[src/rtl/ram_phrase_reader.sv]
// ram_phrase_reader
//
// Sequential read master for the phrase data RAM. This RAM is single-port
// and has a one-cycle registered read. On an accepted start the block reads
// words from base_addr upward. It presents each word on a valid/ready output
// port. A sequence stops on a terminator word, after max_len words, or when
// the pointer runs off the end of the RAM.
//
// Handshake: a word transfers on a rising edge where out_valid_o && out_ready_i.
// While out_valid_o is high, out_data_o is held stable. out_valid_o is never
// withdrawn without an acceptance, except by reset.
//
// Ports
//   clock_i        system clock, rising edge
//   reset_n_i      synchronous active-low reset
//   start_i        begin a sequence (sampled only in IDLE)
//   base_addr_i    first RAM address, captured on accepted start
//   max_len_i      maximum words to emit, captured on accepted start
//   ram_address_o  RAM address
//   ram_wren_o     RAM write enable (always 0)
//   ram_data_o     RAM write data (always 0)
//   ram_q_i        RAM read data (one cycle after address)
//   out_data_o     emitted word
//   out_valid_o    out_data_o valid
//   out_ready_i    consumer ready
//   busy_o         high in every state except IDLE
//   done_o         one-cycle pulse at end of a sequence
//   overrun_o      sequence ended by reaching the end of the RAM
//   words_sent_o   words accepted in the current/last sequence
//   state_o        current FSM state (debug observation)

module ram_phrase_reader #(
    parameter int unsigned DEPTH = 328,
    parameter logic [31:0] TERM  = 32'h0000_0000
) (
    input  logic        clock_i,
    input  logic        reset_n_i,
    input  logic        start_i,
    input  logic [31:0] base_addr_i,
    input  logic [31:0] max_len_i,
    output logic [31:0] ram_address_o,
    output logic        ram_wren_o,
    output logic [31:0] ram_data_o,
    input  logic [31:0] ram_q_i,
    output logic [31:0] out_data_o,
    output logic        out_valid_o,
    input  logic        out_ready_i,
    output logic        busy_o,
    output logic        done_o,
    output logic        overrun_o,
    output logic [31:0] words_sent_o,
    output logic [2:0]  state_o
);

    typedef enum logic [2:0] {
        S_IDLE   = 3'd0,
        S_ISSUE  = 3'd1,
        S_LATCH  = 3'd2,
        S_SEND   = 3'd3,
        S_FINISH = 3'd4
    } state_t;

    localparam logic [31:0] DEPTH_W = 32'(DEPTH);

    state_t      state_q, state_d;
    logic [31:0] ptr_q, ptr_d;
    logic [31:0] rem_q, rem_d;
    logic [31:0] words_q, words_d;
    logic        overrun_q, overrun_d;
    logic [31:0] data_q, data_d;
    logic        valid_q, valid_d;
    logic [31:0] addr_q, addr_d;
    logic [31:0] ptr_inc;

    assign ptr_inc = ptr_q + 32'd1;

    always_ff @(posedge clock_i) begin
        if (!reset_n_i) begin
            state_q   <= S_IDLE;
            ptr_q     <= '0;
            rem_q     <= '0;
            words_q   <= '0;
            overrun_q <= 1'b0;
            data_q    <= '0;
            valid_q   <= 1'b0;
            addr_q    <= '0;
        end else begin
            state_q   <= state_d;
            ptr_q     <= ptr_d;
            rem_q     <= rem_d;
            words_q   <= words_d;
            overrun_q <= overrun_d;
            data_q    <= data_d;
            valid_q   <= valid_d;
            addr_q    <= addr_d;
        end
    end

    // The address register is loaded on the transition into ISSUE. As a
    // result it shows ptr throughout ISSUE and LATCH, and it keeps the last
    // read address at all other times.
    always_comb begin
        state_d   = state_q;
        ptr_d     = ptr_q;
        rem_d     = rem_q;
        words_d   = words_q;
        overrun_d = overrun_q;
        data_d    = data_q;
        valid_d   = valid_q;
        addr_d    = addr_q;

        unique case (state_q)
            S_IDLE: begin
                if (start_i) begin
                    ptr_d     = base_addr_i;
                    rem_d     = max_len_i;
                    words_d   = '0;
                    overrun_d = 1'b0;
                    if (max_len_i == 32'd0) begin
                        state_d = S_FINISH;
                    end else if (base_addr_i >= DEPTH_W) begin
                        overrun_d = 1'b1;
                        state_d   = S_FINISH;
                    end else begin
                        addr_d  = base_addr_i;
                        state_d = S_ISSUE;
                    end
                end
            end

            S_ISSUE: begin
                state_d = S_LATCH;
            end

            S_LATCH: begin
                if (ram_q_i == TERM) begin
                    state_d = S_FINISH;
                end else begin
                    data_d  = ram_q_i;
                    valid_d = 1'b1;
                    state_d = S_SEND;
                end
            end

            S_SEND: begin
                if (out_ready_i) begin
                    valid_d = 1'b0;
                    words_d = words_q + 32'd1;
                    rem_d   = rem_q - 32'd1;
                    ptr_d   = ptr_inc;
                    // The length limit is checked before the end-of-RAM
                    // check, so a sequence that hits both ends cleanly.
                    if (rem_q == 32'd1) begin
                        state_d = S_FINISH;
                    end else if (ptr_inc == DEPTH_W) begin
                        overrun_d = 1'b1;
                        state_d   = S_FINISH;
                    end else begin
                        addr_d  = ptr_inc;
                        state_d = S_ISSUE;
                    end
                end
            end

            S_FINISH: begin
                state_d = S_IDLE;
            end

            default: begin
                state_d = S_IDLE;
            end
        endcase
    end

    assign ram_address_o = addr_q;
    assign ram_wren_o    = 1'b0;
    assign ram_data_o    = 32'd0;
    assign out_data_o    = data_q;
    assign out_valid_o   = valid_q;
    assign busy_o        = (state_q != S_IDLE);
    assign done_o        = (state_q == S_FINISH);
    assign overrun_o     = overrun_q;
    assign words_sent_o  = words_q;
    assign state_o       = state_q;

endmodule

[config.mk]
export PLATFORM = sky130hd
export DESIGN_NAME = ram_phrase_reader
export DESIGN_NICKNAME = d
export VERILOG_FILES = /design/src/rtl/ram_phrase_reader.sv
export SDC_FILE = /design/constraint.sdc
export NUM_CORES = 1
export LEC_CHECK = 0
export ABC_CLOCK_PERIOD_IN_PS = 3700
export CORE_ASPECT_RATIO = 1.2
export CORE_MARGIN = 2
export CORE_UTILIZATION = 40
export CTS_CLUSTER_SIZE = 40
export DETAILED_ROUTE_END_ITERATION = 12
export PLACE_DENSITY = 0.68
export SLEW_MARGIN = 20
export SYNTH_ARGS = -nofsm -noshare
export SYNTH_HDL_FRONTEND = slang
export SYNTH_SLANG_ARGS = --single-unit
[constraint.sdc]
create_clock -name clock_i -period 3.7 [get_ports clock_i]
set_input_delay 0.74 -clock clock_i [delete_from_list [all_inputs] [get_ports clock_i]]
set_output_delay 0.74 -clock clock_i [all_outputs]
set_load 0.05 [all_outputs]
==> impl.org, run 1 <==
** Job
- Max_cap viols :: 0

** STA
- The total count of hold-check failures in the final report was 0.
- Max-Slew Margin vs Limit :: 59.2%
- Final setup vio count :: 0
- Final min period :: 3.33 ns
- Summed over all failing endpoints, the final setup total negative slack is 0 ns.
- The worst path meets setup with 0.373 ns of slack.
- Measured slew at the worst slew-check pin :: 0.612 ns
- Worst Clk Skew :: 0.0107 ns
- Slew Viols, Final :: 0
- The worst path uses 89.9% of the clock period.
- Setup repair after global routing left no endpoint under its margin.
- Maximum clock frequency :: 301 MHz

** GRT
- Entering global routing, the biggest net connects 86 pins.
- Wire length of the first global-routing pass :: 43.8 mm
- Global routing finished with a remaining overflow of 0.
- Vias in the first global route :: 8588
- Tot GR Track Use :: 22.6%
- Number of antenna violations at the first check in global routing :: 0

** Yosys
- Sequential cells were found to cover 36.5% of the synthesized design area.
- Yosys printed 0 warnings.
- Count of flip-flops with a built-in enable after synthesis :: 0
- Avg Cell Area, Syn :: 7.70 um2
- Primary flip-flop cell chosen by synthesis mapping :: dfxtp_1
- Total of flip-flops plus latches after synthesis :: 165
- Instance count of the mapped netlist :: 1175
- In this run, distinct cell masters in the synthesized netlist total 61.
- Of all flip-flops after synthesis, the portion carrying an async set or reset was 0%.
- In this run the cell area of the synthesized design comes to 9050 um2.

** Power and ir drop
- Power Dens Cells :: 366 nW/um2
- Of the total power, combinational logic draws 14.5%.
- Across the VDD grid, the largest voltage drop is 0.000318 V.
- Cell internal power dissipation :: 3.09 mW
- Of the total power, the share spent switching nets is 28.9%.
- In this run, flip-flops and latches consume 43.9% of the power.
- Switching power total :: 1.26 mW
- The clock network burns 41.7% of the power.
- Cell leakage power :: 4.42 nW

** CTS
- The number of setup buffers added after CTS is 0.
- Counting every sink on the clock net gives 165.
- The clock tree synthesis step divided the H-tree into 4 levels.
- Clock tree synthesis selected as its root buffer the cell clkbuf_16.
- Clock Latency Late Sink :: 0.43 ns
- Clock Pin Slew Worst Setup and Hold Paths :: 0.07 ns
- Number of clock buffers inserted by TritonCTS :: 17
- In this run, post-CTS repair resized a total of 0 instances.
- Clock tree from TritonCTS :: done
- Number of hold buffers added after cts :: 0
- In this run the deepest clock path goes through 2 buffers.

** Routing
- Detailed routing inserted a total of 9131 vias.
- Initial detailed-routing violation count :: 633
- In this run the remaining antenna-violating nets after routing total 0.
- Wire length per cell after detailed routing :: 16.6 um
- For this run, design rule violations remaining after detail routing come to 0.
- Detailed-route wire length :: 27.1 mm
- In the routed layout, each cell is associated on average with a via count of 5.58.
- The first detailed-routing pass ran for 5 iterations.

** Setup path
- Arr. time, crit path :: 3.71 ns
- Highest fanout seen on the critical path :: 23
- Worst path most repeated cell :: or4_1
- Among cell families on the critical path, the largest total delay comes from simple AND/OR/NAND/NOR gates.
- The worst setup path is of the flop to flop kind.
- Crit-path max cell delay :: 0.70 ns
- CP Data Required Time :: 4.08 ns
- The worst setup path is captured at a flop.
- Slowest stage cell, crit path :: or4_1
- STA classifies the critical path startpoint as a flop.
- List of cells traversed by the critical path :: nand3_4 -> or4_1 -> buf_4 -> or4_1 -> o211a_2 -> a2111oi_4 -> and3_4 -> o21a_4 -> a22o_2
- Buffering stage count on the worst path with inverters included :: 1

** Floorplanning
- Core box area :: 22300 um2
- Once the floorplan was initialized, standard cells occupied 40.6% of the core.
- Num rows :: 60
- Pin placement for this block handled 236 I/O pins.
- Area enclosed by the die boundary :: 23800 um2
- Die Ht :: 169 um
- Die X-Extent :: 141 um

** Layout
- After the flow finishes, the layout carries non-filler instances totaling 1637.
- The number of antenna diodes in the final layout is 0.
- Area overhead of the layout relative to synthesis :: 31.3%
- Of the cells placed in the final design, the portion with a size suffix greater than 1 is 6.92%.
- The net count of the finished layout is 1449.

** Placed design
- Routability-driven placement finished with a final weighted congestion of 0.884.
- Once detailed placement completed, the half-perimeter wirelength came to 19.8 mm.
- IO Port Bufs :: 202
- Post-placement worst setup slack :: 0.0414 ns
- Counting tap cells, the placed design contains a total of 1605 instances.

** Outcome
- The run finished with clean final reports.

** Hold path
- Worst hold-check path type :: flop to flop
## flip-flops by register name, indices dropped and copies added (netlist names)
name / count
out_data_o: 32
out_valid_o: 1
overrun_o: 1
ptr_q: 32
ram_address_o: 32
rem_q: 32
state_o: 3
words_sent_o: 32
## placed cells by master (no fill, tap or decap), types with 4 or more instances in the layout
master / count
a211oi_1: 10
a21oi_1: 75
a221oi_1: 8
a22o_1: 20
a22oi_1: 12
a31oi_1: 12
a32o_1: 7
and2_1: 5
and3_1: 15
and4_1: 10
buf_4: 34
clkbuf_16: 17
clkdlybuf4s50_1: 202
conb_1: 33
dfxtp_1: 165
ha_1: 4
inv_1: 17
inv_6: 5
mux2i_1: 36
nand2_1: 143
nand2b_1: 4
nand3_1: 36
nand4_1: 30
nor2_1: 151
nor3_1: 33
nor4_1: 37
o211ai_1: 4
o21ai_0: 82
o22ai_1: 7
o31ai_1: 7
or3_1: 9
or4_1: 9
xnor2_1: 31
xor2_1: 26
## cell type report
type	count	area (um2)
Inverter	18	67.6
Clock inverter	15	168
Sequential cell	165	3300
Multi-Input combinational cell	904	5230
Clock buffer	17	425
Tap cell	279	349
Timing Repair Buffer	239	2340
Fill cell	2126	10400
## power by group through the flow
stage | Sequential [mW] | Combinational, mW | Clock, mW
after detailed placement | 1.95 | 0.628 | 0
after global placement | 1.95 | 0.622 | 0
after floorplan | 1.95 | 0.407 | 0
after global routing | 1.92 | 0.688 | 1.93
after CTS | 1.91 | 0.631 | 1.85
final | 1.91 | 0.630 | 1.81
## per-stage QoR
stage	power, mW	area, um2	hold WS (ns)	util [%]
after global routing	4.53	11900	0.499	53.3
after CTS	4.38	11900	0.470	53.3
after global placement	2.57	11300	0.452	50.6
final	4.35	11900	0.471	53.3
after floorplan	2.36	9170	0.437	-
after detailed placement	2.58	11300	0.464	50.6
## worst paths after layout
kind	start	end	slack, ns	cells past startpoint
setup / recovery	ptr_q[6]	ram_address_o[12]	0.37	9
hold / removal	rem_q[15]	rem_q[15]	0.47	2
setup reg to reg	ptr_q[6]	ram_address_o[12]	0.37	9
hold reg to reg	rem_q[15]	rem_q[15]	0.47	2
## cells in the mapped netlist (3+ instances only)
cell	n	share of area, %
clkbuf_1	69	2.9
and3_1	15	1.0
a211oi_1	10	0.83
a22oi_1	12	1.0
or4_1	9	0.75
o31ai_1	7	0.58
and2_1	5	0.35
nand4_1	30	2.1
buf_2	12	0.66
xnor2_1	31	3.0
or3_1	9	0.62
or2_2	3	0.21
nand2_1	143	5.9
o211ai_1	4	0.33
o31a_1	3	0.29
nand3_1	38	2.1
nor3_1	34	1.9
a221oi_1	8	0.77
dfxtp_1	165	37
o32ai_1	3	0.29
ha_1	4	0.55
xor2_1	26	2.5
buf_1	4	0.17
nand2b_1	4	0.28
a31oi_1	12	0.83
mux2i_1	36	4.0
buf_4	33	2.7
nor3b_1	3	0.25
a32o_1	7	0.77
nor4_1	37	2.6
a22o_1	20	1.9
and4_1	10	0.97
nor2_1	152	6.3
nand3b_1	3	0.25
o21ai_0	82	4.5
a21oi_1	76	4.2
inv_1	18	0.75
o22ai_1	7	0.48
## cells by family (layout without fill, tap and decap cells)
logic type                 count (synthesis)  after routing  synth area share [%]
muxes                                     36             36                  3.98
adders and majority gates                  4              4                 0.553
and+or+nand+nor                          503            503                  26.5
xor gates and xnor gates                  57             57                  5.52
other                                      1             33                0.0414
DFF                                      165            165                  36.5
buffers and inverters                    138            289                  7.51
AOI/OAI and AO/OA                        271            271                  19.3
## per-layer routing
layer  vias to the layer above  track usage, %  wire length (um)
li1                       4486               -                 -
met1                      4281            27.3             11000
met3                        53            4.78              1930
met2                       311            38.9             13400
met5                         -               0                 0
met4                         0            9.22               813
## worst min-delay path, cell delays in order (launching register included)
cell and delay [ns]:
dfxtp_1 0.32, inv_1 0.05, a21oi_1 0.05
(Power assumes the default switching activity.)
==> run 2: changes to the inputs <==
PLACE_DENSITY = 0.75   (was 0.68)
==> impl.org, run 2 (synthesized netlist as in run 1, its figures left out) <==
** Power and ir drop
- The internal portion of the total power is 3.24 mW.
- Of the total power, the share spent switching nets is 26.8%.
- Relative contribution of the clock network to total power :: 42.7%
- In this run the static leakage power is 4.38 nW.
- For this design the ratio of total power to cell area is 374 nW/um2.
- The worst-case IR drop observed on VDD is 0.000293 V.
- Combinational logic is responsible for 14.1% of the overall power.
- Summed over all nets, the switching power comes to 1.19 mW.
- Part of the power in registers :: 43.2%

** CTS
- TritonCTS built the clock tree.
- Sinks on the clock net :: 165
- After clock tree synthesis, the setup repair step added 0 buffers.
- Counting along the longest clock path gives a buffer depth of 2.
- # resized after CTS :: 0
- The root buffer cell chosen for the clock tree is clkbuf_16.
- Number of H-tree branching levels :: 4
- Clock Latency Late Sink :: 0.42 ns
- Clock Pin Slew Worst Setup and Hold Paths :: 0.07 ns
- Number of clock buffers inserted by TritonCTS :: 17
- For this design, the CTS-stage hold fixing added 0 buffers.

** Setup path
- CP Data Required Time :: 4.07 ns
- The slowest stage of the critical path belongs to the cell or4_1.
- Buffering stage count on the worst path with inverters included :: 1
- R2R depth :: 9
- Broken down by cell family, the worst path's largest delay share belongs to simple AND/OR/NAND/NOR gates.
- Kind of launch point of the worst setup path :: flop
- List of cells traversed by the critical path :: nand4_4 -> or4_1 -> nor3_1 -> xor2_1 -> a2111oi_2 -> buf_4 -> and3_4 -> o21a_4 -> a22o_2
- For this run, the slowest stage of the critical path takes 0.74 ns.
- STA classifies the critical path endpoint as a flop.
- Arr. time, crit path :: 3.85 ns
- Worst setup path class :: flop to flop
- Critical path depth in cells :: 9
- Along the worst path, the maximum fanout reaches 23.

** Placed design
- At the placement stage, the worst setup path has a slack of 0.235 ns.
- Summed over all nets, the half-perimeter wirelength after detailed placement is 19.5 mm.
- Global placement routability congestion :: 0.883
- Input and output buffers added on the ports amount to 202.

** Layout
- Counting the fill cells in the layout gives 2086.
- Top library cells by usage in the layout, fill and taps aside :: clkdlybuf4s50_1 (202), dfxtp_1 (165), nor2_1 (151)
- From synthesis to final layout, the design area changed by 30.8%.
- Nets@finish :: 1440
- Leading cell type in the layout, fill and taps excluded :: clkdlybuf4s50_1
- Fraction of final layout cells with drive strength greater than 1 :: 5.93%

** Routing
- Vias per inst :: 5.67
- The detail route stage leaves a number of antenna-violating nets equal to 0.
- Number of remaining DRC errors :: 0
- Vias after detailed routing :: 9230
- Wire length per cell after detailed routing :: 16.7 um
- Number of detailed-routing iterations run before antenna repair :: 6
- Initial detailed-routing violation count :: 713
- Detailed-route wire length :: 27.1 mm

** Hold path
- In this run the worst hold path is classified as flop to flop.
- Counting instances, the worst hold path has a depth of 1.

** STA
- After layout, the worst setup slack is 0.217 ns.
- Final min period :: 3.48 ns
- Setup violations remaining at the end of the flow were counted as 0.
- Clock skew on the completed layout was measured at 0.00806 ns.
- In this run the tightest slew margin relative to its limit is 53.3%.
- For the final routed database, the setup TNS stands at 0 ns.
- RSZ-0062 raised after global routing :: no
- Measured slew at the worst slew-check pin :: 0.700 ns
- Ratio of final minimum period to clock period :: 94.1%
- Maximum clock frequency :: 287 MHz
- The final count of pins violating max slew is 0.
- Final hold viol count :: 0

** GRT
- Vias in the first global route :: 8550
- The first global-routing pass estimated 42.9 mm of wire.
- Largest net degree at the start of global routing :: 75
- Number of antenna violations at the first check in global routing :: 1
- Summed over all layers, the global routing overflow is 0.
- For this run, the total global-route usage over all layers was measured as 22.0%.

** Floorplanning
- Ports :: 236
- Die X-Extent :: 141 um
- Initial core utilization :: 40.6%
- The die covers 23800 um2.
- Core box area :: 22300 um2
- Num rows :: 60
- Die Ht :: 169 um

** Job
- Max_cap viols :: 0

** Outcome
- Result of the run :: finished, final reports clean
==> run 2: cell types whose count changed in the layout (fill, tap and decap cells not counted), moves of 2 or more <==
cell,previous run,this run
buf_4,34,25
bufinv_16,2,4
clkbuf_1,0,4
clkbuf_8,0,2
inv_6,5,0
inv_8,2,0
==> run 2: worst reg2reg max path: stages (launching register included) <==
cell and delay (ns):
dfxtp_1 0.57, nand4_4 0.21, or4_1 0.74, nor3_1 0.38, xor2_1 0.17, a2111oi_2 0.43
buf_4 0.20, and3_4 0.22, o21a_4 0.31, a22o_2 0.22
==> run 2: metrics by stage <==
stage | power, mW | hold slack [ns] | util (%) | cell area (um2) | instances
2_1_floorplan | 2.36 | 0.437 | - | 9170 | 1207
3_3_place_gp | 2.56 | 0.451 | 50.3 | 11200 | 1596
3_5_place_dp | 2.57 | 0.455 | 50.3 | 11200 | 1596
4_1_cts | 4.46 | 0.470 | 53.1 | 11800 | 1627
5_1_grt | 4.60 | 0.489 | 53.1 | 11800 | 1628
6_report | 4.43 | 0.462 | 53.1 | 11800 | 1628
==> run 2: final cells by class <==
cell class              instances  area [um2]  share of cell area (%)
well taps                     279         349                    2.95
diodes                          1        2.50                  0.0211
repair buffers                230        2270                    19.2
clock inverters                 8         149                    1.26
flip-flops and latches        165        3300                    27.9
multi-input cells             904        5230                    44.2
clock buffers                  23         468                    3.95
inverters                      18        67.6                   0.571
==> run 2: path summary, 6_finish.rpt <==
check / from / end / slack, ns
worst max-delay path: ptr_q[8] / ram_address_o[12] / 0.22
worst min-delay path: ram_address_o[24] / ram_address_o[24] / 0.46
worst max register to register: ptr_q[8] / ram_address_o[12] / 0.22
worst min register to register: ram_address_o[24] / ram_address_o[24] / 0.46
==> run 2: power groups by stage <==
stage | Combinational (mW) | Sequential (mW) | Clock (mW)
after floorplan | 0.407 | 1.95 | 0
after global placement | 0.613 | 1.95 | 0
after detailed placement | 0.622 | 1.95 | 0
after CTS | 0.625 | 1.91 | 1.93
after global routing | 0.677 | 1.92 | 2.00
final | 0.626 | 1.91 | 1.89
==> run 2: metal layers <==
metal / wire, um / vias to the layer above / track usage (%)
met2: 13200 / 356 / 37.1
li1: - / 4473 / -
met5: 0 / - / 0
met3: 1860 / 65 / 5.63
met4: 847 / 0 / 9.04
met1: 11200 / 4336 / 26.7
==> run 3: changes to the inputs <==
GPL_ROUTABILITY_DRIVEN = 0   (was unset)
SLEW_MARGIN = 10   (was 20)
==> results of run 3 <==
The final DEF is identical to that of run 2; final timing and power are the same.
